$ cat config.mk
export PLATFORM = sky130hd
export DESIGN_NAME = image_pack_loader_flat
export DESIGN_NICKNAME = d
export VERILOG_FILES = /design/src/rtl/image_loader_pkg.sv /design/src/rtl/image_pack_loader_if.sv /design/src/rtl/pixel_packer.sv /design/src/rtl/image_pack_loader.sv /design/src/flat_wrapper.sv
export SDC_FILE = /design/constraint.sdc
export NUM_CORES = 1
export LEC_CHECK = 0
export ABC_AREA = 1
export CAP_MARGIN = 20
export CORE_MARGIN = 2
export CORE_UTILIZATION = 35
export CTS_CLUSTER_SIZE = 24
export DETAILED_ROUTE_END_ITERATION = 10
export DONT_BUFFER_PORTS = 1
export GPL_TIMING_DRIVEN = 0
export PLACE_DENSITY = 0.57
export REMOVE_ABC_BUFFERS = 1
export SYNTH_ARGS = -nofsm -noshare
export SYNTH_HDL_FRONTEND = slang
export SYNTH_SLANG_ARGS = --single-unit
$ cat constraint.sdc
create_clock -name clk -period 4.4 [get_ports clk]
set_input_delay 0.88 -clock clk [delete_from_list [all_inputs] [get_ports clk]]
set_output_delay 0.88 -clock clk [all_outputs]
set_load 0.02 [all_outputs]
$ cat src/rtl/image_loader_pkg.sv
// Shared types and sizing helpers for the image pack loader.
package image_loader_pkg;

   typedef enum logic [1:0] {
      IDLE  = 2'd0,
      FETCH = 2'd1,
      WRITE = 2'd2,
      DONE  = 2'd3
   } state_t;

   localparam int ROM_ADDR_W = 18;
   localparam int WR_ADDR_W  = 24;

   function automatic int ceil_div(input int num, input int den);
      return (num + den - 1) / den;
   endfunction

   function automatic int calc_ppw(input int data_width, input int pixel_bits);
      return data_width / pixel_bits;
   endfunction

   function automatic int calc_words(input int width, input int height,
                                     input int data_width, input int pixel_bits);
      return ceil_div(width * height, calc_ppw(data_width, pixel_bits));
   endfunction

endpackage

$ cat src/rtl/image_pack_loader_if.sv
// SDRAM write port: packed word, word address and valid/ready handshake.
interface image_pack_loader_if #(
   parameter int DATA_WIDTH = 16
);
   logic [DATA_WIDTH-1:0] wr_data;
   logic [23:0]           wr_addr;
   logic                  wr_valid;
   logic                  wr_ready;

   modport master (output wr_data, output wr_addr, output wr_valid, input wr_ready);
   modport slave  (input wr_data, input wr_addr, input wr_valid, output wr_ready);
endinterface

$ cat src/rtl/pixel_packer.sv
// Packs pixels LSB-first into a word; word_dat/word_vld are combinational with the
// pixel that completes it (PPW pixels or flush), no backpressure: caller gates pix_vld.
module pixel_packer
   import image_loader_pkg::*;
#(
   parameter int PIXEL_BITS = 3,
   parameter int DATA_WIDTH = 16
) (
   input  logic                  clk,
   input  logic                  rst_n,
   input  logic                  clear,
   input  logic                  pix_vld,
   input  logic [PIXEL_BITS-1:0] pix_dat,
   input  logic                  flush,
   output logic                  word_vld,
   output logic [DATA_WIDTH-1:0] word_dat
);

   localparam int PPW   = calc_ppw(DATA_WIDTH, PIXEL_BITS);
   localparam int CNT_W = $clog2(PPW + 1);

   logic [DATA_WIDTH-1:0] acc;
   logic [CNT_W-1:0]      cnt;

   always_comb begin
      word_dat = acc;
      for (int k = 0; k < PPW; k++) begin
         if (pix_vld && (cnt == CNT_W'(k)))
            word_dat[k*PIXEL_BITS +: PIXEL_BITS] = pix_dat;
      end
   end

   assign word_vld = pix_vld && ((cnt == CNT_W'(PPW - 1)) || flush);

   // Accumulator restarts from zero after every emitted word, so unused MSBs stay 0.
   always_ff @(posedge clk or negedge rst_n) begin
      if (!rst_n) begin
         acc <= '0;
         cnt <= '0;
      end else if (clear) begin
         acc <= '0;
         cnt <= '0;
      end else if (pix_vld) begin
         if (word_vld) begin
            acc <= '0;
            cnt <= '0;
         end else begin
            acc <= word_dat;
            cnt <= cnt + CNT_W'(1);
         end
      end
   end

endmodule

$ cat src/rtl/image_pack_loader.sv
// Streams a ROM image into packed SDRAM words; ROM_LATENCY+1 cycles per pixel capture, holds
// each word until wr_ready. Optional checksum output enabled by IMAGE_LOADER_CHECKSUM_EN.
module image_pack_loader
   import image_loader_pkg::*;
#(
   parameter int IMG_WIDTH   = 320,
   parameter int IMG_HEIGHT  = 240,
   parameter int PIXEL_BITS  = 3,
   parameter int DATA_WIDTH  = 16,
   parameter int ROM_LATENCY = 1,
   parameter int BASE_ADDR   = 0
) (
   input  logic                  clk,
   input  logic                  rst_n,
   input  logic                  start_loading,
   input  logic                  sdram_ready,
   input  logic                  abort,
   output logic [17:0]           rom_addr,
   input  logic [PIXEL_BITS-1:0] rom_pixel,
   image_pack_loader_if.master   wr,
   output logic                  busy,
   output logic                  loading_complete,
   output logic [17:0]           words_written
`ifdef IMAGE_LOADER_CHECKSUM_EN
   ,
   output logic [DATA_WIDTH-1:0] checksum
`endif
);

   localparam int          PPW       = calc_ppw(DATA_WIDTH, PIXEL_BITS);
   localparam int          WORDS     = calc_words(IMG_WIDTH, IMG_HEIGHT, DATA_WIDTH, PIXEL_BITS);
   localparam int          CNT_W     = $clog2(PPW + 1);
   localparam logic [17:0] LAST_IDX  = 18'(IMG_WIDTH * IMG_HEIGHT - 1);
   localparam logic [17:0] LAST_WORD = 18'(WORDS - 1);

   state_t                state;
   logic [17:0]           pix_idx;
   logic [17:0]           cap_idx;
   logic [CNT_W-1:0]      iss_cnt;
   logic                  iss_done;
   logic [ROM_LATENCY:0]  pipe;
   logic [DATA_WIDTH-1:0] wr_data_q;
   logic [23:0]           wr_addr_q;
   logic                  wr_valid_q;

   logic                  start_go;
   logic                  issue;
   logic                  cap_en;
   logic                  flush;
   logic                  xfer;
   logic                  pk_clear;
   logic                  pk_word_vld;
   logic [DATA_WIDTH-1:0] pk_word;

   assign wr.wr_data  = wr_data_q;
   assign wr.wr_addr  = wr_addr_q;
   assign wr.wr_valid = wr_valid_q;

   assign start_go = !abort && ((state == IDLE) || (state == DONE)) && start_loading && sdram_ready;
   // Issue at most PPW reads per word, so every in-flight read lands before WRITE.
   assign issue    = !abort && (state == FETCH) && !iss_done && (iss_cnt < CNT_W'(PPW));
   assign cap_en   = !abort && (state == FETCH) && pipe[ROM_LATENCY];
   assign flush    = (cap_idx == LAST_IDX);
   assign xfer     = (state == WRITE) && wr_valid_q && wr.wr_ready;
   assign pk_clear = abort || start_go;

   pixel_packer #(
      .PIXEL_BITS (PIXEL_BITS),
      .DATA_WIDTH (DATA_WIDTH)
   ) u_packer (
      .clk      (clk),
      .rst_n    (rst_n),
      .clear    (pk_clear),
      .pix_vld  (cap_en),
      .pix_dat  (rom_pixel),
      .flush    (flush),
      .word_vld (pk_word_vld),
      .word_dat (pk_word)
   );

   always_ff @(posedge clk or negedge rst_n) begin
      if (!rst_n) begin
         state            <= IDLE;
         pix_idx          <= '0;
         cap_idx          <= '0;
         iss_cnt          <= '0;
         iss_done         <= 1'b0;
         pipe             <= '0;
         rom_addr         <= '0;
         wr_data_q        <= '0;
         wr_addr_q        <= 24'(BASE_ADDR);
         wr_valid_q       <= 1'b0;
         busy             <= 1'b0;
         loading_complete <= 1'b0;
         words_written    <= '0;
`ifdef IMAGE_LOADER_CHECKSUM_EN
         checksum         <= '0;
`endif
      end else begin
         pipe <= (abort || start_go) ? '0 : {pipe[ROM_LATENCY-1:0], issue};

         if (abort) begin
            // A handshake completing in the abort cycle still counts as written.
            if (xfer) begin
               words_written <= words_written + 18'd1;
               wr_addr_q     <= wr_addr_q + 24'd1;
`ifdef IMAGE_LOADER_CHECKSUM_EN
               checksum      <= checksum ^ wr_data_q;
`endif
            end
            state            <= IDLE;
            wr_valid_q       <= 1'b0;
            busy             <= 1'b0;
            loading_complete <= 1'b0;
            iss_done         <= 1'b0;
            iss_cnt          <= '0;
         end else begin
            case (state)
               IDLE, DONE: begin
                  if (start_go) begin
                     state            <= FETCH;
                     pix_idx          <= '0;
                     cap_idx          <= '0;
                     iss_cnt          <= '0;
                     iss_done         <= 1'b0;
                     words_written    <= '0;
                     wr_addr_q        <= 24'(BASE_ADDR);
                     busy             <= 1'b1;
                     loading_complete <= 1'b0;
`ifdef IMAGE_LOADER_CHECKSUM_EN
                     checksum         <= '0;
`endif
                  end
               end

               FETCH: begin
                  if (issue) begin
                     rom_addr <= pix_idx;
                     pix_idx  <= pix_idx + 18'd1;
                     iss_cnt  <= iss_cnt + CNT_W'(1);
                     if (pix_idx == LAST_IDX)
                        iss_done <= 1'b1;
                  end
                  if (cap_en) begin
                     cap_idx <= cap_idx + 18'd1;
                     if (pk_word_vld) begin
                        state      <= WRITE;
                        wr_data_q  <= pk_word;
                        wr_valid_q <= 1'b1;
                     end
                  end
               end

               WRITE: begin
                  if (wr.wr_ready) begin
                     wr_valid_q    <= 1'b0;
                     words_written <= words_written + 18'd1;
                     wr_addr_q     <= wr_addr_q + 24'd1;
                     iss_cnt       <= '0;
`ifdef IMAGE_LOADER_CHECKSUM_EN
                     checksum      <= checksum ^ wr_data_q;
`endif
                     if (words_written == LAST_WORD) begin
                        state            <= DONE;
                        busy             <= 1'b0;
                        loading_complete <= 1'b1;
                     end else begin
                        state <= FETCH;
                     end
                  end
               end

               default: state <= IDLE;
            endcase
         end
      end
   end

endmodule
$ cat src/flat_wrapper.sv
// flat-port wrapper written by rule: the top's interface ports become plain ports
module image_pack_loader_flat import image_loader_pkg::*;
#(
   parameter int IMG_WIDTH   = 320,
   parameter int IMG_HEIGHT  = 240,
   parameter int PIXEL_BITS  = 3,
   parameter int DATA_WIDTH  = 16,
   parameter int ROM_LATENCY = 1,
   parameter int BASE_ADDR   = 0
)
  (clk, rst_n, start_loading, sdram_ready, abort, rom_addr, rom_pixel, busy, loading_complete, words_written, wr_wr_data, wr_wr_addr, wr_wr_valid, wr_wr_ready);
  image_pack_loader_if #(.DATA_WIDTH(DATA_WIDTH)) wr_i ();
  input  logic clk;
  input  logic rst_n;
  input  logic start_loading;
  input  logic sdram_ready;
  input  logic abort;
  output logic [17:0] rom_addr;
  input  logic [PIXEL_BITS-1:0] rom_pixel;
  output logic busy;
  output logic loading_complete;
  output logic [17:0] words_written;
  output wire logic [$bits(wr_i.wr_data)-1:0] wr_wr_data;
  output wire logic [$bits(wr_i.wr_addr)-1:0] wr_wr_addr;
  output wire logic [$bits(wr_i.wr_valid)-1:0] wr_wr_valid;
  input wire logic [$bits(wr_i.wr_ready)-1:0] wr_wr_ready;
  assign wr_wr_data = wr_i.wr_data;
  assign wr_wr_addr = wr_i.wr_addr;
  assign wr_wr_valid = wr_i.wr_valid;
  assign wr_i.wr_ready = wr_wr_ready;
  image_pack_loader #(.IMG_WIDTH(IMG_WIDTH), .IMG_HEIGHT(IMG_HEIGHT), .PIXEL_BITS(PIXEL_BITS), .DATA_WIDTH(DATA_WIDTH), .ROM_LATENCY(ROM_LATENCY), .BASE_ADDR(BASE_ADDR)) u_core (.clk(clk), .rst_n(rst_n), .start_loading(start_loading), .sdram_ready(sdram_ready), .abort(abort), .rom_addr(rom_addr), .rom_pixel(rom_pixel), .wr(wr_i), .busy(busy), .loading_complete(loading_complete), .words_written(words_written));
endmodule
---- After elaboration in Yosys (flattened, before gate mapping) ----
Cells that the tools add are included.
cells by class
  bitwise operators ....................... 1
  mux-type cells .......................... 57
  add/subtract/negate cells ............... 6
  eq/ne operators ......................... 21
  reduce and logical (&&, ||, !) cells .... 40
  order comparisons ....................... 1
operators by type and width
  cell                                                                     count
  18-bit 2-to-1 mux                                                        6
  18-bit case mux with 2 select lines                                      3
  24-bit 2-to-1 mux                                                        4
  18-bit by 1-bit adder with 18-bit output, second input constant          3
  16-bit 2-to-1 mux                                                        3
  24-bit case mux with 2 select lines                                      1
  18-bit by 17-bit == test with 1-bit output, second input constant        2
  3-bit 2-to-1 mux                                                         12
  4-bit AND reduction                                                      8
  24-bit by 1-bit adder with 24-bit output, second input constant          1
  18-bit by 14-bit == test with 1-bit output, second input constant        1
  1-bit logical AND                                                        15
  1-bit 2-to-1 mux                                                         15
  2-bit 2-to-1 mux                                                         7
  3-bit inequality test, second input constant                             4
  3-bit by 2-bit inequality test with 1-bit output, second input constant  3
  3-bit case mux with 3 select lines                                       1
  3-bit nonzero test                                                       3
  1-bit case mux with 2 select lines                                       4
  3-bit by 1-bit adder with 3-bit output, second input constant            2
  3-bit by 2-bit == test with 1-bit output, second input constant          2
  2-bit by 1-bit inequality test with 1-bit output, second input constant  3
  2-bit case mux with 3 select lines                                       1
  3-bit AND reduction                                                      2
  other kinds (14)                                                         20
word-level totals
  input bits .............................. 9
  register bits ........................... 142
  word-level logic and storage cells ...... 142

---- Logic depth before layout (Yosys ltp) ----
  word-level depth ........................ 8
  gate-level depth with buffers ........... 13

---- By module ----
A second synthesis with hierarchy kept.
second synthesis, totals
  cells, all modules ...................... 965
  area, all modules ....................... 7529.7 um^2
modules (own cells, without submodules)
  module             seq. area each (um^2)  cells an instance  instances  area each (um^2)
  image_pack_loader  3078.0                 822                1          6482.5
  pixel_packer       450.4                  143                1          1047.3

---- Worst setup path after synthesis ----
Ideal clock, no wire load.
  path kind ............................... input to register
  start ................................... input abort
  end ..................................... register u_core.u_packer.acc[14]
  slack ................................... 2.442 ns
  setup time .............................. 0.132 ns
  stages on the path ...................... 9
  arrival time ............................ 1.826 ns
  cells stage by stage .................... nor2_4 -> nand2_2 -> inv_2 -> nand3_2 -> nand2_2 -> inv_2 -> buf_2 -> nand2_1 -> nor2_1
on the way
  word-level cells in the longest chain between the ends .. 8
  elaborated cells between the ends (all ways) .. 14
  classes of those cells .................. 4 x mux; 10 x reduce/logical
ends and longest elaborated chain
  element                          RTL line                                          text
  from (decl)                      flat_wrapper.sv:17                                input logic abort;
  1-bit logical NOT                image_pack_loader.sv:59, image_pack_loader.sv:62
  1-bit logical AND (2 in series)  image_pack_loader.sv:62                           assign cap_en = !abort && (state == FETCH) && pipe[ROM_LATENCY];
  1-bit logical AND                pixel_packer.sv:28                                if (pix_vld && (cnt == CNT_W'(k)))
  3-bit 2-to-1 mux                 pixel_packer.sv:28
  16-bit 2-to-1 mux                pixel_packer.sv:44                                if (word_vld) begin
  16-bit 2-to-1 mux                pixel_packer.sv:43                                end else if (pix_vld) begin
  16-bit 2-to-1 mux                pixel_packer.sv:40                                end else if (clear) begin
  to (signal assigned)             pixel_packer.sv:48                                acc <= word_dat;
  to (decl)                        pixel_packer.sv:22                                logic [DATA_WIDTH-1:0] acc;
Parallel ways exist; a longest one is shown, timed or not. The select of a mux whose other input is x is not followed.
A chain may end at the register's enable or synchronous reset.

---- Final worst setup path ----
  start ................................... register u_core.state[1]
  end ..................................... register u_core.pix_idx[7]
on the way
  word-level cells in the longest chain between the ends .. 7
  elaborated cells between the ends (all ways) .. 16
  classes of those cells .................. 4 x eq/ne; 1 x mux; 11 x reduce/logical
ends and longest elaborated chain
  element                                                     RTL line                                           text
  from (decl)                                                 image_pack_loader.sv:36                            state_t state;
  from (signal assigned)                                      image_pack_loader.sv:83                            state <= IDLE;
  from (signal assigned)                                      image_pack_loader.sv:111                           state <= IDLE;
  from (signal assigned)                                      image_pack_loader.sv:121                           state <= FETCH;
  2-bit == test / 2-bit logical NOT (equally long branches)   image_pack_loader.sv:59, image_pack_loader.sv:118
  1-bit logical OR                                            image_pack_loader.sv:59                            assign start_go = !abort && ((state == IDLE) || (state == DONE)) && start_loading && sdram_ready;
  1-bit logical AND (3 in series)                             image_pack_loader.sv:59
  2-bit by 1-bit inequality test with 1-bit output (no line)  --
  4-bit AND reduction (no line)                               --
  to (signal assigned)                                        image_pack_loader.sv:139                           pix_idx <= pix_idx + 18'd1;
  to (decl)                                                   image_pack_loader.sv:37                            logic [17:0] pix_idx;
Parallel ways exist; a longest one is shown, timed or not.

==> run_results.csv <==
group,metric,value,unit
grt,grt_max_degree,141,
critical_path,crit_type,"reg -> reg",
floorplanning,start_util,35.41,%
synth,synth.area.mux_share,0,%
synth,synth_top_family_by_area,"simple AND/OR/NAND/NOR gates",
clocking,post_cts_buffers,0,
power,ir_worst_vdd,0.2682,mV
sta,worstMarginPinSlew,0.9830,ns
sta,finalHoldWorstSlack,0.1509,ns
critical_path,cp_max_fo,28,
floorplanning,dieWidth,149.4,um
min_path,hold_path.class,"in -> async",
sta,setup_violations,0,
power,power.leakage,3.735,nW
power,sw_frac_of_total,36.71,%
clocking,clk_latency,0.43,ns
routing,drc,0,
clocking,postCtsResizedCells,0,
critical_path,reg2reg_from,"u_core.state[1]$_DFFE_PN0P_",
synth,yosys_warnings,0,
floorplanning,die_area,22310,sq um
critical_path,reg2reg_depth,11,
synth,synth-adder-area-share,2.199,%
synth,yosys_most_used_dff,"dfrtp_1",
synth,synthArstFlopShare,100.0,%
power,power_density,487.5,nW/um^2
synth,yosysUniqueCellTypes,36,
grt,grt_pass1_vias,6081,
routing,via_count,6249,
place,dp_hpwl,12.07,mm
final_layout,area_growth,10.59,%
clocking,cts-hold-fix-buffers,0,
sta,fin_worst_skew,0.01220,ns
power,comb_power_share,18.2,%
grt,grt_pass1_wl,30.06,mm
clocking,cts_tree,"built",
critical_path,crit_path_top_delay_cell,"ha_1",
clocking,cts_buffer_depth,2,
clocking,cts-root-buf,"clkbuf_16",
final_layout,mostFrequentLayoutCell,"nand2_1",
floorplanning,rows,53,
critical_path,critPathArrivalTime,3.84,ns
grt,grt_overflow_total,0,
power,p_int,0.002524,W
critical_path,cp-start-kind,"flip-flop",
final_layout,final_cell_mix,"283 x nand2_1, 147 x nor2_1, 140 x dfrtp_1, 106 x inv_1, 73 x o21ai_0",
critical_path,cp-end-kind,"flip-flop",
synth,synth-compound-area-share,9.372,%
power,p_sw,0.001464,W
synth,syn_area_per_cell,7.463,sq um
synth,synth_xor_area_share,1.540,%
synth,synthSimpleGateAreaFrac,31.67,%
final_layout,layout-drive-gt1-share,5.115,%
routing,wl_per_cell,13.71,um
sta,max-slew-margin-rel,34.47,%
sta,post-route-period-util,80.24,%
floorplanning,io_pins,88,
clocking,clkSinkCount,140,
routing,routed_wl,17.44,mm
power,p_seq_share,45.8,%
clocking,path_clk_slew,0.07,ns
floorplanning,die_h,149.4,um
final_layout,fin_nets,1006,
critical_path,crit_chain,"inv_1 -> ha_1 -> inv_2 -> nor2_4 -> nand2_2 -> nand2_1 -> nand3_1 -> nand2_2 -> nand2_1 -> o21ai_0 -> nor2_1",
power,p_clk_share,36.0,%
synth,synth-edff-count,0,
status,outcome,"finished, final reports clean",
final_layout,antenna_cells,0,
sta,report.final.slew_viol_count,0,
sta,fmax,283.2,MHz
critical_path,regToRegSetupSlack,0.87,ns
place,place_congestion,0.8270,
grt,track_usage,16.80,%
synth,ys_ff_latch,140,
grt,antenna_found_initial,0,
synth,postSynthCellCount,991,
routing,drtPass1Iterations,5,
job,maxCapViolCount,0,
sta,tns,0,ns
clocking,htree_num_levels,4,
critical_path,r2r_end,"u_core.pix_idx[7]$_DFFE_PN0P_",
routing,antenna_left,0,
routing,first_iter_violations,390,
critical_path,crit_buf_inv,2,
critical_path,cpPeakStageDelay,0.80,ns
critical_path,cp_data_required_time,4.71,ns
clocking,numCtsBuffers,17,
routing,vias_per_cell,4.913,
critical_path,path_delay_family,"simple AND/OR/NAND/NOR gates",
sta,rsz0062_at_grt,"no",
synth,seq_area_frac_synth,47.37,%
floorplanning,coreArea,20890,sq um
sta,post-route-min-period,3.531,ns
place,io_buffers,0,
sta,hold_violations,0,
synth,synth.cell_area,7396,sq um
[Yosys cell counts, types with 2 or more instances]
| cell | count | area, sq um |
|---|---|---|
| a22o_1 | 2 | 17.52 |
| o21ai_1 | 6 | 30.03 |
| nand3_1 | 53 | 265.3 |
| buf_2 | 13 | 65.06 |
| buf_6 | 3 | 33.78 |
| dfrtp_1 | 140 | 3503 |
| o21ai_0 | 73 | 365.4 |
| ha_1 | 13 | 162.7 |
| xnor2_1 | 3 | 26.28 |
| inv_1 | 106 | 397.9 |
| o21a_1 | 3 | 22.52 |
| o211ai_1 | 3 | 22.52 |
| nor2_4 | 3 | 33.78 |
| nand2_2 | 5 | 31.28 |
| a21oi_1 | 32 | 160.2 |
| nor3_1 | 20 | 100.1 |
| a31oi_1 | 3 | 18.77 |
| xor2_1 | 10 | 87.58 |
| or2_2 | 2 | 12.51 |
| clkbuf_1 | 4 | 15.01 |
| nor2_1 | 147 | 551.8 |
| buf_4 | 6 | 45.04 |
| nand2_1 | 283 | 1062 |
| o31ai_1 | 2 | 15.01 |
| nand4_1 | 42 | 262.8 |
| inv_2 | 4 | 15.01 |
[layout make-up]
cell class                      instances  area (sq um)
Multi-Input combinational cell        714          3316
Timing Repair Buffer                    1         15.01
Inverter                              110         412.9
Sequential cell                       140          3503
Tap cell                              275         344.1
Clock buffer                           18         439.2
Fill cell                            2168         12710
Clock inverter                         14         148.9
[routing by layer]
metal | vias to the layer above | GRT usage, % | routed length [um]
li1 | 3183 | - | -
met1 | 2905 | 22.22 | 8158
met2 | 144 | 25.69 | 7703
met3 | 17 | 5.810 | 1294
met4 | 0 | 5.619 | 284
met5 | - | 0 | 0
[power groups by stage]
stage | logic [W] | registers, W | clock network (W)
after floorplan | 0.000548 | 0.00178 | 0
after global placement | 0.000715 | 0.00185 | 0
after detailed placement | 0.000730 | 0.00185 | 0
after CTS | 0.000734 | 0.00183 | 0.00148
after global routing | 0.000854 | 0.00187 | 0.00154
final | 0.000727 | 0.00183 | 0.00143
[per-stage QoR]
stage	worst slack (ns)	cell area, sq um	total power, W	utilization [%]	instances
finish	0.8693	8179	0.003988	39.16	1272
global route	0.4777	8179	0.004256	39.16	1272
CTS	0.7922	8164	0.004046	39.08	1271
detailed placement	0.7872	7576	0.002584	36.27	1239
global placement	0.8126	7576	0.002567	36.27	1239
floorplan	1.859	7232	0.002333	-	964
[worst max path at each step]
stage	start	to	slack (ns)	depth (start not counted)
after floorplan	start_loading	u_core.wr.wr_addr[3]$_DFFE_PN0P_	1.86	7
after global placement	start_loading	u_core.wr.wr_addr[15]$_DFFE_PN0P_	0.81	7
after detailed placement	u_core.state[1]$_DFFE_PN0P_	u_core.pix_idx[7]$_DFFE_PN0P_	0.79	11
after CTS	u_core.state[1]$_DFFE_PN0P_	u_core.pix_idx[7]$_DFFE_PN0P_	0.79	11
after global routing	u_core.state[1]$_DFFE_PN0P_	u_core.pix_idx[7]$_DFFE_PN0P_	0.48	11
final	u_core.state[1]$_DFFE_PN0P_	u_core.pix_idx[7]$_DFFE_PN0P_	0.87	11
[state kept, by name (all words and copies together) (netlist names), 2 cells and up]
name	count
u_core.u_packer.acc	15
u_core.cap_idx	18
u_core.state	2
u_core.words_written	18
u_core.iss_cnt	3
u_core.wr.wr_addr	24
u_core.u_packer.cnt	3
u_core.wr.wr_data	15
u_core.rom_addr	18
u_core.pipe	2
u_core.pix_idx	18
[cells by family (layout without fill, tap and decap cells)]
group           count (synthesis)  in the layout
flops                         140            140
compound gates                129            129
xor+xnor                       13             13
simple gates                  558            558
fa+ha+maj                      13             13
other cells                     1              1
buf+inv                       137            143
(Power assumes the default switching activity.)
